File: src/rtl/div_pkg.sv
// Shared state encoding, constants and sizing helper for the sequential
// restoring divider and its datapath step.
package div_pkg;

   typedef enum logic [1:0] {
      IDLE = 2'd0,
      RUN  = 2'd1,
      DONE = 2'd2
   } div_state_e;

   localparam int unsigned DIV_MAX_WIDTH = 16;

   // Quotient reported for a zero divisor; sliced down to the operand width.
   localparam logic [DIV_MAX_WIDTH-1:0] DIV_ALL_ONES = 16'hFFFF;

   // Ceiling log2 with a floor of one bit, used to size the step counter.
   function automatic int unsigned clog2(input int unsigned value);
      int unsigned result;
      result = 32'd1;
      for (int unsigned i = 32'd1; i < 32'd31; i++) begin
         if ((32'd1 << i) < value) begin
            result = i + 32'd1;
         end
      end
      return result;
   endfunction

endpackage

File: src/rtl/div_step.sv
// One combinational restoring-division iteration: shift {R,Q} left, try to
// subtract the divisor, keep the difference and set the quotient bit if it fits.
module div_step
   import div_pkg::*;
#(
   parameter int unsigned WIDTH = 4
) (
   input  logic [WIDTH:0]   i_rem,
   input  logic [WIDTH-1:0] i_quo,
   input  logic [WIDTH-1:0] i_divisor,
   output logic [WIDTH:0]   o_rem,
   output logic [WIDTH-1:0] o_quo
);

   logic [WIDTH+1:0] w_shift;
   logic [WIDTH+1:0] w_trial;
   logic             w_negative;

   // One guard bit above the partial remainder makes the trial sign explicit.
   assign w_shift    = {i_rem, i_quo[WIDTH-1]};
   assign w_trial    = w_shift - {2'b00, i_divisor};
   assign w_negative = w_trial[WIDTH+1];

   assign o_rem = w_negative ? w_shift[WIDTH:0] : w_trial[WIDTH:0];
   assign o_quo = {i_quo[WIDTH-2:0], ~w_negative};

endmodule

File: src/rtl/seq_divider.sv
// Multi-cycle unsigned restoring divider with a start/busy/done handshake;
// produces one quotient bit per clock and flags division by zero.
module seq_divider
   import div_pkg::*;
#(
   parameter int unsigned WIDTH = 4
) (
   input  logic             clk,
   input  logic             rst,
   input  logic             start,
   input  logic [WIDTH-1:0] dividend,
   input  logic [WIDTH-1:0] divisor,
   output logic             busy,
   output logic             done,
   output logic [WIDTH-1:0] quotient,
   output logic [WIDTH-1:0] remainder,
   output logic             div_by_zero
);

   localparam int unsigned CNT_W = clog2(WIDTH);

   div_state_e       r_state;
   logic [WIDTH:0]   r_rem;
   logic [WIDTH-1:0] r_quo;
   logic [WIDTH-1:0] r_divisor;
   logic [CNT_W-1:0] r_count;
   logic             r_busy;
   logic             r_done;
   logic [WIDTH-1:0] r_quotient;
   logic [WIDTH-1:0] r_remainder;
   logic             r_div_by_zero;

   logic [WIDTH:0]   w_rem_next;
   logic [WIDTH-1:0] w_quo_next;

   div_step #(
      .WIDTH (WIDTH)
   ) u_step (
      .i_rem     (r_rem),
      .i_quo     (r_quo),
      .i_divisor (r_divisor),
      .o_rem     (w_rem_next),
      .o_quo     (w_quo_next)
   );

   // Handshake FSM, iteration registers and registered results.
   always_ff @(posedge clk) begin
      if (rst) begin
         r_state       <= IDLE;
         r_rem         <= {(WIDTH+1){1'b0}};
         r_quo         <= {WIDTH{1'b0}};
         r_divisor     <= {WIDTH{1'b0}};
         r_count       <= {CNT_W{1'b0}};
         r_busy        <= 1'b0;
         r_done        <= 1'b0;
         r_quotient    <= {WIDTH{1'b0}};
         r_remainder   <= {WIDTH{1'b0}};
         r_div_by_zero <= 1'b0;
      end else begin
         case (r_state)
            IDLE, DONE: begin
               r_done  <= 1'b0;
               r_state <= IDLE;
               if (start) begin
                  if (divisor == {WIDTH{1'b0}}) begin
                     r_quotient    <= DIV_ALL_ONES[WIDTH-1:0];
                     r_remainder   <= dividend;
                     r_div_by_zero <= 1'b1;
                     r_done        <= 1'b1;
                     r_state       <= DONE;
                  end else begin
                     r_rem     <= {(WIDTH+1){1'b0}};
                     r_quo     <= dividend;
                     r_divisor <= divisor;
                     r_count   <= CNT_W'(WIDTH - 32'd1);
                     r_busy    <= 1'b1;
                     r_state   <= RUN;
                  end
               end
            end
            RUN: begin
               r_rem   <= w_rem_next;
               r_quo   <= w_quo_next;
               r_count <= r_count - CNT_W'(1);
               // The final step's result goes straight to the outputs.
               if (r_count == {CNT_W{1'b0}}) begin
                  r_quotient    <= w_quo_next;
                  r_remainder   <= w_rem_next[WIDTH-1:0];
                  r_div_by_zero <= 1'b0;
                  r_busy        <= 1'b0;
                  r_done        <= 1'b1;
                  r_state       <= DONE;
               end
            end
            default: begin
               r_state <= IDLE;
               r_busy  <= 1'b0;
               r_done  <= 1'b0;
            end
         endcase
      end
   end

   assign busy        = r_busy;
   assign done        = r_done;
   assign quotient    = r_quotient;
   assign remainder   = r_remainder;
   assign div_by_zero = r_div_by_zero;

endmodule

File: config.mk
export PLATFORM = sky130hd
export DESIGN_NAME = seq_divider
export DESIGN_NICKNAME = d
export VERILOG_FILES = /design/src/rtl/div_pkg.sv /design/src/rtl/div_step.sv /design/src/rtl/seq_divider.sv
export SDC_FILE = /design/constraint.sdc
export NUM_CORES = 1
export LEC_CHECK = 0
export ABC_CLOCK_PERIOD_IN_PS = 2700
export BUFFER_PORTS_ARGS = -buffer_cell sky130_fd_sc_hd__clkbuf_2
export CAP_MARGIN = 20
export CORE_ASPECT_RATIO = 1.4
export CORE_MARGIN = 2
export CORE_UTILIZATION = 50
export DETAILED_ROUTE_END_ITERATION = 12
export PLACE_DENSITY = 0.75
export SLEW_MARGIN = 15
export SYNTH_ARGS = -nofsm -noshare
export SYNTH_HDL_FRONTEND = slang
export SYNTH_SLANG_ARGS = --single-unit
File: constraint.sdc
create_clock -name clk -period 2.7 [get_ports clk]
set_clock_uncertainty 0.2 [all_clocks]
set_input_delay 0.135 -clock clk [delete_from_list [all_inputs] [get_ports clk]]
set_output_delay 0.135 -clock clk [all_outputs]
set_load 0.01 [all_outputs]
=== After elaboration in Yosys (flattened, before gate mapping) ===
Index checks and enable logic that the tools add are counted.

* Bits in latches: 0
* Output and inout port bits: 11
* Memory bits (writable): 0
* Memories: 0
* Bits in registers: 28
* ROM bits: 0

* Muxes and demuxes: 33
* Bitwise operators: 2
* Equality and inequality tests: 6
* Shifts and indexed selects: 0
* $add $sub $neg: 2
* Reductions and logical operators: 9
* Div/mod/pow operators: 0
* Order comparisons: 0
* Multiply operators: 0

{| class="wikitable"
|+ Operator list
! cell !! number
|-
| two-way mux 4 bit || 8
|-
| case mux 4 bit (2 select lines) || 3
|-
| two-way mux 5 bit || 3
|-
| two-way mux 2 bit || 5
|-
| case mux 5 bit (2 select lines) || 1
|-
| AND reduction 3 bit || 3
|-
| two-way mux 1 bit || 8
|-
| inequality test 2 bit, second input constant || 4
|-
| case mux 2 bit (2 select lines) || 2
|-
| case mux 1 bit (2 select lines) || 3
|-
| subtractor 6 x 4 -> 6 bit || 1
|-
| zero test 2 bit || 2
|-
| zero test 4 bit || 1
|-
| AND reduction 4 bit || 1
|-
| == test 2 x 1 -> 1 bit, second input constant || 1
|-
| == test 2 bit, second input constant || 1
|-
| NOT 1 bit || 2
|-
| nonzero test 2 bit || 1
|-
| OR reduction 2 bit || 1
|-
| subtractor 2 x 1 -> 2 bit, second input constant || 1
|}

=== Longest topological paths before layout ===
Gate-level depths: netlist of run 1.

* Word-level depth: 4
* Depth in mapped cells: 9

=== Modules after synthesis ===
From an unflattened synthesis of run 1, not the netlist that was laid out.

* Cells, all modules: 172
* Area total of the unflattened synthesis: 1,496.4 µm²

{| class="wikitable"
|+ By module, submodules not included
! module !! cells each !! sequential area each (µm²) !! area each (µm²) !! times used
|-
| seq_divider || 132 || 540.5 || 1,162.4 || 1
|-
| div_step || 40 || 0.0 || 334.1 || 1
|}

=== Least setup slack after synthesis of run 1 ===
No wires, ideal clock.

* Kind: register to register
* From: register r_rem[0]
* To: register r_remainder[0] (netlist: remainder[0])
* Clock period less this slack: 2.214 ns
* Library setup time: 0.122 ns
* Data required time: 2.378 ns
* Path slack: 0.486 ns
* Path buffers: 0
* Cell stages (with the launch flop): 7
* Arrival time: 1.892 ns
* Cell sequence: dfxtp_1 ha_1 nor2b_1 o31a_4 o311ai_4 mux2i_1 o32a_1

* Word-level cells in the longest chain between the ends: 4

{| class="wikitable"
|+ RTL lines
! item !! RTL line !! text
|-
| start: declaration || seq_divider.sv:23 || <nowiki>logic [WIDTH:0] r_rem;</nowiki>
|-
| start signal: assignment || seq_divider.sv:50 || <nowiki>r_rem <= {(WIDTH+1){1'b0}};</nowiki>
|-
| start signal: assignment || seq_divider.sv:72 || <nowiki>r_rem <= {(WIDTH+1){1'b0}};</nowiki>
|-
| start signal: assignment || seq_divider.sv:82 || <nowiki>r_rem <= w_rem_next;</nowiki>
|-
| subtractor 6 x 4 -> 6 bit || div_step.sv:21 || <nowiki>assign w_trial = w_shift - {2'b00, i_divisor};</nowiki>
|-
| two-way mux 5 bit || div_step.sv:24 || <nowiki>assign o_rem = w_negative ? w_shift[WIDTH:0] : w_trial[WIDTH:0];</nowiki>
|-
| two-way mux 4 bit || seq_divider.sv:86 || <nowiki>if (r_count == {CNT_W{1'b0}}) begin</nowiki>
|-
| case mux 4 bit (2 select lines) || seq_divider.sv:60 || <nowiki>case (r_state)</nowiki>
|-
| end signal: assignment || seq_divider.sv:57 || <nowiki>r_remainder <= {WIDTH{1'b0}};</nowiki>
|-
| end signal: assignment || seq_divider.sv:67 || <nowiki>r_remainder <= dividend;</nowiki>
|-
| end signal: assignment || seq_divider.sv:88 || <nowiki>r_remainder <= w_rem_next[WIDTH-1:0];</nowiki>
|-
| end: declaration || seq_divider.sv:30 || <nowiki>logic [WIDTH-1:0] r_remainder;</nowiki>
|}

No other way between the ends. The select of a mux whose other input is x is not followed.
A chain may end at the register's enable or synchronous reset.

=== Final worst setup path of run 1 ===
* From: register r_rem[0]
* To: register r_remainder[1] (netlist: remainder[1])

* Word-level cells in the longest chain between the ends: 4

{| class="wikitable"
|+ RTL lines
! item !! RTL line
|-
| subtractor 6 x 4 -> 6 bit || div_step.sv:21
|-
| two-way mux 5 bit (*) || div_step.sv:24
|-
| two-way mux 4 bit (*) || seq_divider.sv:86
|-
| case mux 4 bit (2 select lines) (*) || seq_divider.sv:60
|}

Every way passes the cells marked *; elsewhere a longest branch is shown, timed or not. The select of a mux whose other input is x is not followed.

==> metrics, run 1 <==
combinational share of power between 20 and 30%; commonest non-fill, non-tap cells in the layout 30 x nor2_1, 27 x dfxtp_1, 21 x clkbuf_2; status finished, final reports clean; Worst setup EP type flip-flop; Post-DP Area 1560 um^2; RSZ-0062 raised after global routing no; post-DR wirelength/cell approximately 15 um; R2R cell count 6; Slew @ Worst Pin 0.571 ns; Yosys reg bits 27; post-synth cell types 35; area delta synth->final 16.5%; antenna-violating nets left 0; total gr overflow 0; reg-to-reg setup timing slack roughly 0.29 ns; largest net degree at the start of global routing 28; Syn Inst Count approximately 180; Max Root-Sink Buffers 2; fraction of layout cells with a size suffix above 1 about 16%; Total Wirelength 3410 um; H-Tree Depth 1; IO Pins 22; clock slew at reported path FFs roughly 0.090 ns; synthesized cell area between 1000 and 1500 um^2; leading cell types by total area after synthesis dfxtp_1 38%, nor2_1 7.8%, mux2i_1 6.3%; overall global routing resource usage between 20 and 25%; Setup Viol. Count Final 0; # DRC 0; area taken by multi-input logic gates 820 um^2; final core occ 59.9%; Tcrit/Tclk final 89.1%; Int Power around 0.65 mW; share of the synthesized area in the top cell type roughly 38%; Register Area between 500 and 600 um^2; Die W slightly below 50 um; Root Buffer clkbuf_8; syn nets between 150 and 200; TritonCTS Buffers 3; CTS tree built; initial antenna violation count 0; Die ar. roughly 3300 um^2; Sw Share a little under a third; TritonRoute pass-1 iters 4; Final Hold Fails 0; WP data arrival about 2.4 ns; Hold WC Path Type primary input to flip-flop; effective utilization at floorplan 51.5%; Worst VDD drop between 0.5 and 0.6 mV; Switching Power approximately 0.29 mW; fmax about 420 MHz; Fillers between 200 and 300; Sink Count 27; P_leak around 0.70 nW; vias between 1,000 and 1,500; Initial DRC Count 22; startpoint types flip-flop; WHS about 0.020 ns; Avg Cell Area, Syn a little over 8 um^2; power per cell area about 560 nW/um^2; DP Worst Slack about 0.29 ns; post-route cell area 1670 um^2; Synth area leader dfxtp_1; worst-skew pair later-pin latency approximately 0.27 ns; Tot Pwr 0.941 mW; diodes inserted 0; first-pass GRT wire length 5730 um; DR vias/cell between 5 and 6; relative slew slack roughly 62%; worst setup path endpoint remainder[1]; core box area 2790 um^2; sequential share of power between 40% and 50%; setup TNS 0 ns; most common cell after layout, fill and taps aside nor2_1; Clk pwr share between 20% and 30%; Final WS setup 0.293 ns; Final Critical Period 2.41 ns; placer congestion estimate between 0.8 and 0.9; detailed placement HPWL around 2600 um; max-slew violations 0; IO buf count 21; Syn. warnings 0; nets 216; Seq/Total Area, Yosys around 38%; reg2reg end remainder[1]; Die Y 67.4 um; CP Class flip-flop to flip-flop; Max-Cap Viols 0; vias in the first global route roughly 1,300; crit path from r_rem[0]; critical path fanouts, max 7; RR Startpoint r_rem[0]; non-filler cells, final 235; post-placement cell count 225; row count 23; CP required ~2.7 ns
[repair_timing]
action                                 in CTS  in global routing
resized for setup                           0                  0
setup buffers                               0                  0
hold buffers                                6                  0
endpoints found under the hold margin       7                  0
[synthesized netlist by cell type]
cell	instances
buf_1	2
dfxtp_1	27
o2111ai_1	1
o31a_4	1
a22oi_1	1
o21a_1	1
a21oi_1	9
ha_1	5
o211ai_1	1
inv_1	8
clkbuf_1	5
o311ai_4	1
nand2_1	12
fa_1	1
o32a_1	3
xor2_1	1
or3_1	3
or2_2	1
nor2b_1	4
o21ai_0	2
nand3b_1	1
a21o_1	4
mux2i_1	9
a31oi_1	4
nor2_1	30
nand3_1	4
and2_1	3
o31ai_1	1
nor4_1	2
buf_2	4
or2_0	1
a211oi_1	6
o21ai_4	1
nor3_1	15
nand2b_1	1
[cells by family (layout without fill, tap and decap cells)]
logic type	count (synthesis)	after routing	share of synthesized area, %
mux	9	9	6.27
simple gates	77	77	24.7
buf+inv	19	42	5.31
flops	27	27	37.6
compound gates	36	36	19.8
fa+ha+maj	6	6	5.75
xor+xnor	1	1	0.610
[registers in the layout (all words and copies together), names as in the netlist]
name,cells
busy,1
div_by_zero,1
done,1
quotient,4
r_count,2
r_divisor,4
r_quo,4
r_rem,5
r_state,1
remainder,4
[layer usage]
layer | share of wire, % | up-vias | GRT usage, %
met4 | 2.2 | 0 | 10.4
met5 | 0 | - | 0
met2 | 56 | 36 | 44.1
li1 | - | 656 | -
met1 | 39 | 618 | 23.7
met3 | 3.0 | 9 | 2.43
[power groups by stage]
| stage | clock network [mW] | logic, mW | registers, mW |
|---|---|---|---|
| 2_1_floorplan | 0 | 0.185 | 0.461 |
| 3_3_place_gp | 0 | 0.239 | 0.461 |
| 3_5_place_dp | 0 | 0.250 | 0.463 |
| 4_1_cts | 0.234 | 0.258 | 0.454 |
| 5_1_grt | 0.247 | 0.283 | 0.459 |
| 6_report | 0.229 | 0.257 | 0.455 |
[area by class of cell]
cell class / count / area share, %
Clock inverter: 1 / 0.449
Sequential cell: 27 / 32.3
Inverter: 8 / 1.80
Multi-Input combinational cell: 129 / 49.0
Clock buffer: 3 / 2.47
Tap cell: 37 / 2.77
Timing Repair Buffer: 30 / 11.2
[how the worst min path moves through the flow]
stage / from / endpoint / slack (ns) / depth (start not counted)
global route: dividend[2] / r_quo[2] / 0.06 / 3
global placement: divisor[2] / r_divisor[2] / 0.18 / 3
detailed placement: divisor[3] / r_divisor[3] / 0.19 / 3
CTS: dividend[2] / r_quo[2] / 0.02 / 3
floorplan: divisor[2] / r_divisor[2] / 0.07 / 2
finish: dividend[2] / r_quo[2] / 0.02 / 3
[worst max-delay path, cell delays in order, from the launching register on]
cell and delay [ns]:
dfxtp_1 0.43, ha_1 0.25, nor2b_1 0.16, o31a_4 0.31
o311ai_4 0.50, mux2i_1 0.14, o32a_1 0.30
No activity file was read; power rests on OpenSTA's default activity.
==> run 2: changes to the inputs <==
Settings changed: ABC_AREA set to 1, REMOVE_ABC_BUFFERS set to 1.
==> run 2 against run 1 <==
Final area down 0.60%. Highest routed layer unchanged. Global-route usage down 0.28 points. Die area down 4.3%. Worst hold slack better by 0.25 ns. Utilization up 3.7 points. Non-clock buffer count up 4. Flip-flop and latch count unchanged. Clock power down 25%. Worst setup slack better by 0.0058 ns. Combinational power up 3%. Clock-buffer cell count up 1.
==> metrics, run 2 <==
status finished, final reports clean; post-route cell area 1660 um^2 (-0.60%); critical path fanouts, max 11 (+4); setup TNS 0 ns (unchanged); most used cell, CP nand2_1; Tot Pwr 0.894 mW (-5.0%); Die Y 65.9 um (-2.2%); Cell Chain, Critical Path dlygate4sd3_1 > clkbuf_2 > nor2_1 > nand2_1 > nand3_2 > nand2_1 > inv_1 > nand2_1 > a31oi_1 > dlygate4sd3_1; Top reg by flops r_rem; antenna-violating nets left 0 (unchanged); worst-skew pair later-pin latency 0.32 ns (+0.05 ns); # DRC 0 (unchanged); Max-Cap Viols 0 (unchanged); Worst VDD drop 0.472 mV (-6.0%); Stages on worst setup path 10 (+4); Post-synth EDFFs 0 (unchanged); combinational share of power 29.5% (+2.2 points); Slew @ Worst Pin 0.393 ns (-0.178 ns); total gr overflow 0 (unchanged); Syn Inst Count 196 (+12%); overall global routing resource usage 22.1% (-0.28 points); Total Wirelength 3000 um (-12%); synth cell count leaders 39 x nand2_1, 30 x inv_1, 27 x dfxtp_1; ys flop type dfxtp_1; fmax 417 MHz (+0.24%); core box area 2620 um^2 (-6.3%); Switching Power 0.298 mW (+2.4%); met2 WL 1580 um (-18%); hold path startpoint r_divisor[2]; Die W 48.2 um (-2.2%); R2R cell count 9 (+3); WP data arrival 2.47 ns (+0.10 ns); Int Power 0.596 mW (-8.3%); row count 22 (-4.3%); largest net degree at the start of global routing 19 (-32%); Final Critical Period 2.40 ns (-0.00576 ns); Initial DRC Count 46 (+110%); CP max stage delay 0.58 ns (+0.08 ns); vias 1,351 (+2.4%); Max Root-Sink Buffers 2 (unchanged); Hold WC Path Type flip-flop to flip-flop; startpoint types primary input; placer congestion estimate 0.880 (+4.2%); delay-heaviest family, CP buffers and inverters; initial antenna violation count 0 (unchanged); Yosys reg bits 27 (unchanged); M1 WL 1270 um (-3.4%); effective utilization at floorplan 52.4% (+0.94 points); leading cell types by total area after synthesis dfxtp_1 39%, nand2_1 11%, inv_1 8.2%; most common cell after layout, fill and taps aside nand2_1; diodes inserted 0 (unchanged); post-DR wirelength/cell 11.3 um (-22%); crit path from divisor[2]; Root Buffer clkbuf_4; clock slew at reported path FFs 0.13 ns (+0.04 ns); Seq/Total Area, Yosys 39.5% (+1.8 points); TritonCTS Buffers 3 (unchanged); IO buf count 21 (unchanged); Register Area 541 um^2 (unchanged); TritonRoute pass-1 iters 4 (unchanged); RSZ-0062 raised after global routing no; max reg flops 5 (unchanged); share of the synthesized area in the top cell type 39.5% (+1.8 points); Die ar. 3180 um^2 (-4.3%); most common cell in the netlist nand2_1; Fillers 253 (-3.8%); max-slew violations 0 (unchanged); Tcrit/Tclk final 88.9% (-0.21 points); top routing layer in use met4; Clk pwr share 19.1% (-5.3 points); Setup Viol. Count Final 0 (unchanged); worst hold path depth 2 (-1); WHS 0.268 ns (+0.248 ns); synthesized cell area 1370 um^2 (-4.6%); commonest non-fill, non-tap cells in the layout 39 x nand2_1, 30 x inv_1, 27 x dfxtp_1; first-pass GRT wire length 5190 um (-9.5%); vias in the first global route 1,270 (-3.3%); Worst setup EP type flip-flop; WP buf/inv 4 (+4); post-CTS setup buffers 0 (unchanged); RR Startpoint r_rem[1]; asr flop ratio synth 0% (unchanged); DR vias/cell 5.08 (-9.5%); nets 248 (+15%); final core occ 63.6% (+3.7 points); Sink Count 27 (unchanged); Avg Cell Area, Syn 6.99 um^2 (-15%); met3 WL 89 um (-14%); power per cell area 538 nW/um^2 (-4.4%); CTS tree built; fraction of layout cells with a size suffix above 1 13.5% (-2.7 points); Sw Share 33.3% (+2.4 points); H-Tree Depth 1 (unchanged); Final Hold Fails 0 (unchanged); post-synth cell types 23 (-34%); area delta synth->final 21.4%; Syn. warnings 0 (unchanged); area taken by multi-input logic gates 689 um^2 (-16%); Post-DP Area 1500 um^2 (-4.0%); CP Class primary input to flip-flop; detailed placement HPWL 2240 um (-14%); relative slew slack 73.8% (+12 points); CP required 2.77 ns (+0.11 ns); slowest cell on the critical path dlygate4sd3_1; sequential share of power 51.3% (+3.0 points); IO Pins 22 (unchanged); Synth area leader dfxtp_1; P_leak 0.847 nW (+21%)
[run 2: kinds of logic (layout without fill, tap and decap cells)]
| group | after synthesis | count (layout) | synth area share (%) |
|---|---|---|---|
| xor gates and xnor gates | 1 | 1 | 0.639 |
| buffers and inverters | 37 | 71 | 10.6 |
| DFF | 27 | 27 | 39.5 |
| AOI/OAI and AO/OA | 31 | 31 | 12.5 |
| adders and majority gates | 6 | 6 | 6.03 |
| and+or+nand+nor | 94 | 94 | 30.8 |
[run 2: layer usage]
| metal | vias up | track usage [%] |
|---|---|---|
| met3 | 7 | 2.19 |
| li1 | 710 | - |
| met1 | 615 | 26.9 |
| met5 | - | 0 |
| met2 | 19 | 37.0 |
| met4 | 0 | 10.1 |
[run 2: repair_timing]
action / CTS / global route
hold buffers: 13 / 0
setup endpoints to repair: 0 / 2
gates resized for setup: 0 / 1
endpoints found under the hold margin: 17 / 0
[run 2: through the flow]
step	setup slack, ns	instances
6_report	0.299	266
5_1_grt	0.132	266
4_1_cts	0.263	266
3_5_place_dp	0.878	249
3_3_place_gp	0.891	249
2_1_floorplan	1.02	192
[run 2: area by class of cell]
cell class	instances	share of cell area [%]
flip-flops and latches	27	32.5
multi-input cells	132	41.5
repair buffers	34	14.1
well taps	36	2.71
clock buffers	4	1.58
inverters	33	7.60
[run 2: final timing paths]
| kind | endpoint | slack [ns] |
|---|---|---|
| setup reg to reg | r_quo[0] | 0.39 |
| hold reg to reg | r_divisor[2] | 0.27 |
| setup / recovery | r_quo[0] | 0.30 |
| hold / removal | r_divisor[2] | 0.27 |
[run 2: power groups by stage]
stage               Sequential (mW)  Clock (mW)  Combinational (mW)
global placement              0.466           0               0.239
floorplan                     0.470           0               0.173
finish                        0.459       0.171               0.264
detailed placement            0.468           0               0.244
global route                  0.464       0.188               0.304
CTS                           0.459       0.175               0.263
[run 2: tightest hold or removal path, stage by stage, from the launching register on]
cell     delay [ns]
dfxtp_1        0.32
inv_1          0.06
a21oi_1        0.05
==> run 3: changes to the inputs <==
Settings changed: PLACE_DENSITY 0.75 to 0.74, SYNTH_HIERARCHICAL set to 1.
==> run 3 against run 2 <==
Clock-buffer cell count unchanged. Register-to-register slack improved by 0.27 ns. Cell count increased by 4.1%. Global-route usage decreased by 2.6 points. Worst hold slack got worse by 0.23 ns. Fmax increased by 18%. Largest power group unchanged.
==> metrics, run 3 <==
fmax 491 MHz (+18%); clock slew at reported path FFs 0.09 ns (-0.04 ns); RSZ-0062 raised after global routing no; IO Pins 22 (unchanged); R2R cell count 13 (+4); power per cell area 559 nW/um^2 (+3.9%); relative slew slack 64.8% (-9.0 points); row count 24 (+9.1%); H-Tree Depth 1 (unchanged); Root Buffer clkbuf_8; startpoint types flip-flop; Synth area leader dfxtp_1; commonest non-fill, non-tap cells in the layout 51 x nand2_1, 36 x nand3_1, 27 x dfxtp_1; met2 usage 34.3% (-2.7 points); max reg flops 5 (unchanged); post-DR wirelength/cell 11.5 um (+1.7%); IO buf count 21 (unchanged); antenna-violating nets left 0 (unchanged); setup TNS 0 ns (unchanged); Final Hold Fails 0 (unchanged); status finished, final reports clean; synthesized cell area 1580 um^2 (+15%); TritonCTS Buffers 3 (unchanged); Syn. warnings 6 (+6); Stages on worst setup path 13 (+3); area delta synth->final 10.5%; delay-heaviest family, CP adder cells; Die Y 70.5 um (+7.0%); Die ar. 3630 um^2 (+14%); CP Class flip-flop to flip-flop; PostCTS Resize Cnt 0 (unchanged); P_leak 0.839 nW (-0.93%); worst-skew pair later-pin latency 0.28 ns (-0.04 ns); Tcrit/Tclk final 75.5% (-13 points); met1 usage 22.8% (-4.1 points); TritonRoute pass-1 iters 4 (unchanged); Top reg by flops r_rem; ys flop type dfxtp_1; Syn Inst Count 218 (+11%); Tot Pwr 0.975 mW (+9.1%); Slew @ Worst Pin 0.527 ns (+0.135 ns); total gr overflow 0 (unchanged); post-placement cell count 269 (+8.0%); post-synth cell types 29 (+26%); met3 Track Usage GR 2.14% (-0.049 points); most common cell after layout, fill and taps aside nand2_1; largest net degree at the start of global routing 19 (unchanged); WP buf/inv 3 (-1); Hold Buf Count CTS 4 (-9); diodes inserted 0 (unchanged); CP required 2.72 ns (-0.05 ns); post-CTS setup buffers 0 (unchanged); Post-synth EDFFs 0 (unchanged); critical path fanouts, max 3 (-8); GRT busiest layer met2; Yosys reg bits 27 (unchanged); hold path startpoint dividend[2]; detailed placement HPWL 2350 um (+5.1%); Initial DRC Count 17 (-63%); Sink Count 27 (unchanged); slowest cell on the critical path fa_1; # DRC 0 (unchanged); DR vias/cell 5.05 (-0.63%); overall global routing resource usage 19.5% (-2.6 points); placer congestion estimate 0.843 (-4.2%); Final Critical Period 2.04 ns (-0.363 ns); Seq/Total Area, Yosys 34.2% (-5.2 points); leading cell types by total area after synthesis dfxtp_1 34%, nand2_1 12%, nand3_1 11%; fraction of layout cells with a size suffix above 1 20.6% (+7.1 points); Total Wirelength 3180 um (+5.9%); crit path from r_quo[3]; vias in the first global route 1,313 (+3.4%); initial antenna violation count 0 (unchanged); first-pass GRT wire length 5550 um (+6.9%); Setup Viol. Count Final 0 (unchanged); Post-DP Area 1660 um^2 (+11%); Worst setup EP type flip-flop; most common cell in the netlist nand2_1; Avg Cell Area, Syn 7.25 um^2 (+3.7%); post-route cell area 1750 um^2 (+5.0%); CP max stage delay 0.46 ns (-0.12 ns); asr flop ratio synth 0% (unchanged); WP data arrival 2.05 ns (-0.42 ns); non-filler cells, final 277 (+4.1%); nets 256 (+3.2%); Hold WC Path Type primary input to flip-flop; share of the synthesized area in the top cell type 34.2% (-5.2 points); worst hold path depth 5 (+3); Die W 51.5 um (+6.8%); effective utilization at floorplan 51.6% (-0.80 points); max-slew violations 0 (unchanged); Cell Chain, Critical Path inv_1 > ha_1 > inv_1 > fa_1 > xor2_1 > nand3_1 > nand2_1 > nand3_1 > nand2_1 > inv_1 > nand3_1 > nand2_1 > nor2_1; Max-Cap Viols 0 (unchanged); Worst VDD drop 0.277 mV (-41%); Max Root-Sink Buffers 2 (unchanged); RR Startpoint r_quo[3]; CTS tree built; core box area 3060 um^2 (+17%); vias 1,398 (+3.5%); synth cell count leaders 51 x nand2_1, 36 x nand3_1, 27 x dfxtp_1
## run 3: changes by cell type in the layout (fill, tap and decap cells not counted), sizes merged, moves of 4 or more
cell and change:
nand2 +21, nand3 +21, nor2 -15, a21oi +13, dlygate4sd3 -9, nand4 -8
o21ai -4
## run 3: worst reg2reg max path: cells and delay by family (launching register included)
kind | cells | cell delay, ns
fa+ha+maj | 2 | 0.60
simple gates | 7 | 0.53
flops | 1 | 0.33
buf+inv | 3 | 0.17
xor+xnor | 1 | 0.14
## run 3: kinds of logic (layout without fill, tap and decap cells)
logic type	count (synthesis)	after routing	share of synthesized area [%]
AND/OR/NAND/NOR	113	113	37.1
buffers and inverters	39	59	12.1
AO/OA/AOI/OAI	32	32	10.8
flip-flops	27	27	34.2
adder cells (fa/ha/maj)	6	6	5.23
XOR/XNOR	1	1	0.554
## run 3: path summary, 6_finish.rpt
| path | end | slack, ns |
|---|---|---|
| max | remainder[2] | 0.66 |
| min | r_quo[2] | 0.04 |
| min reg2reg | quotient[2] | 0.25 |
| max reg2reg | remainder[2] | 0.66 |
## run 3: cell type report
class | instances | area, um^2
Clock buffer | 4 | 45.0
Sequential cell | 27 | 541
Fill cell | 325 | 1320
Inverter | 30 | 118
Timing Repair Buffer | 25 | 145
Multi-Input combinational cell | 152 | 848
Tap cell | 39 | 48.8
## run 3: metrics by stage
stage	setup slack [ns]	hold slack [ns]	utilization, %
finish	0.663	0.0393	57.0
detailed placement	0.680	0.205	54.2
floorplan	0.809	-0.00256	-
global placement	0.701	0.207	54.2
global route	0.430	0.0583	57.0
CTS	0.658	0.0379	57.0
## run 3: power breakdown
| part | leakage (nW) | internal, mW | switching [mW] |
|---|---|---|---|
| clock network | 0.0228 | 0.106 | 0.126 |
| logic | 0.595 | 0.108 | 0.178 |
| registers | 0.221 | 0.432 | 0.0253 |
## run 3: per-layer routing
layer  vias up  routed length [um]
met3         7                  94
met2        24                1630
li1        738                   -
met4         0                  87
met1       629                1370
met5         -                   0
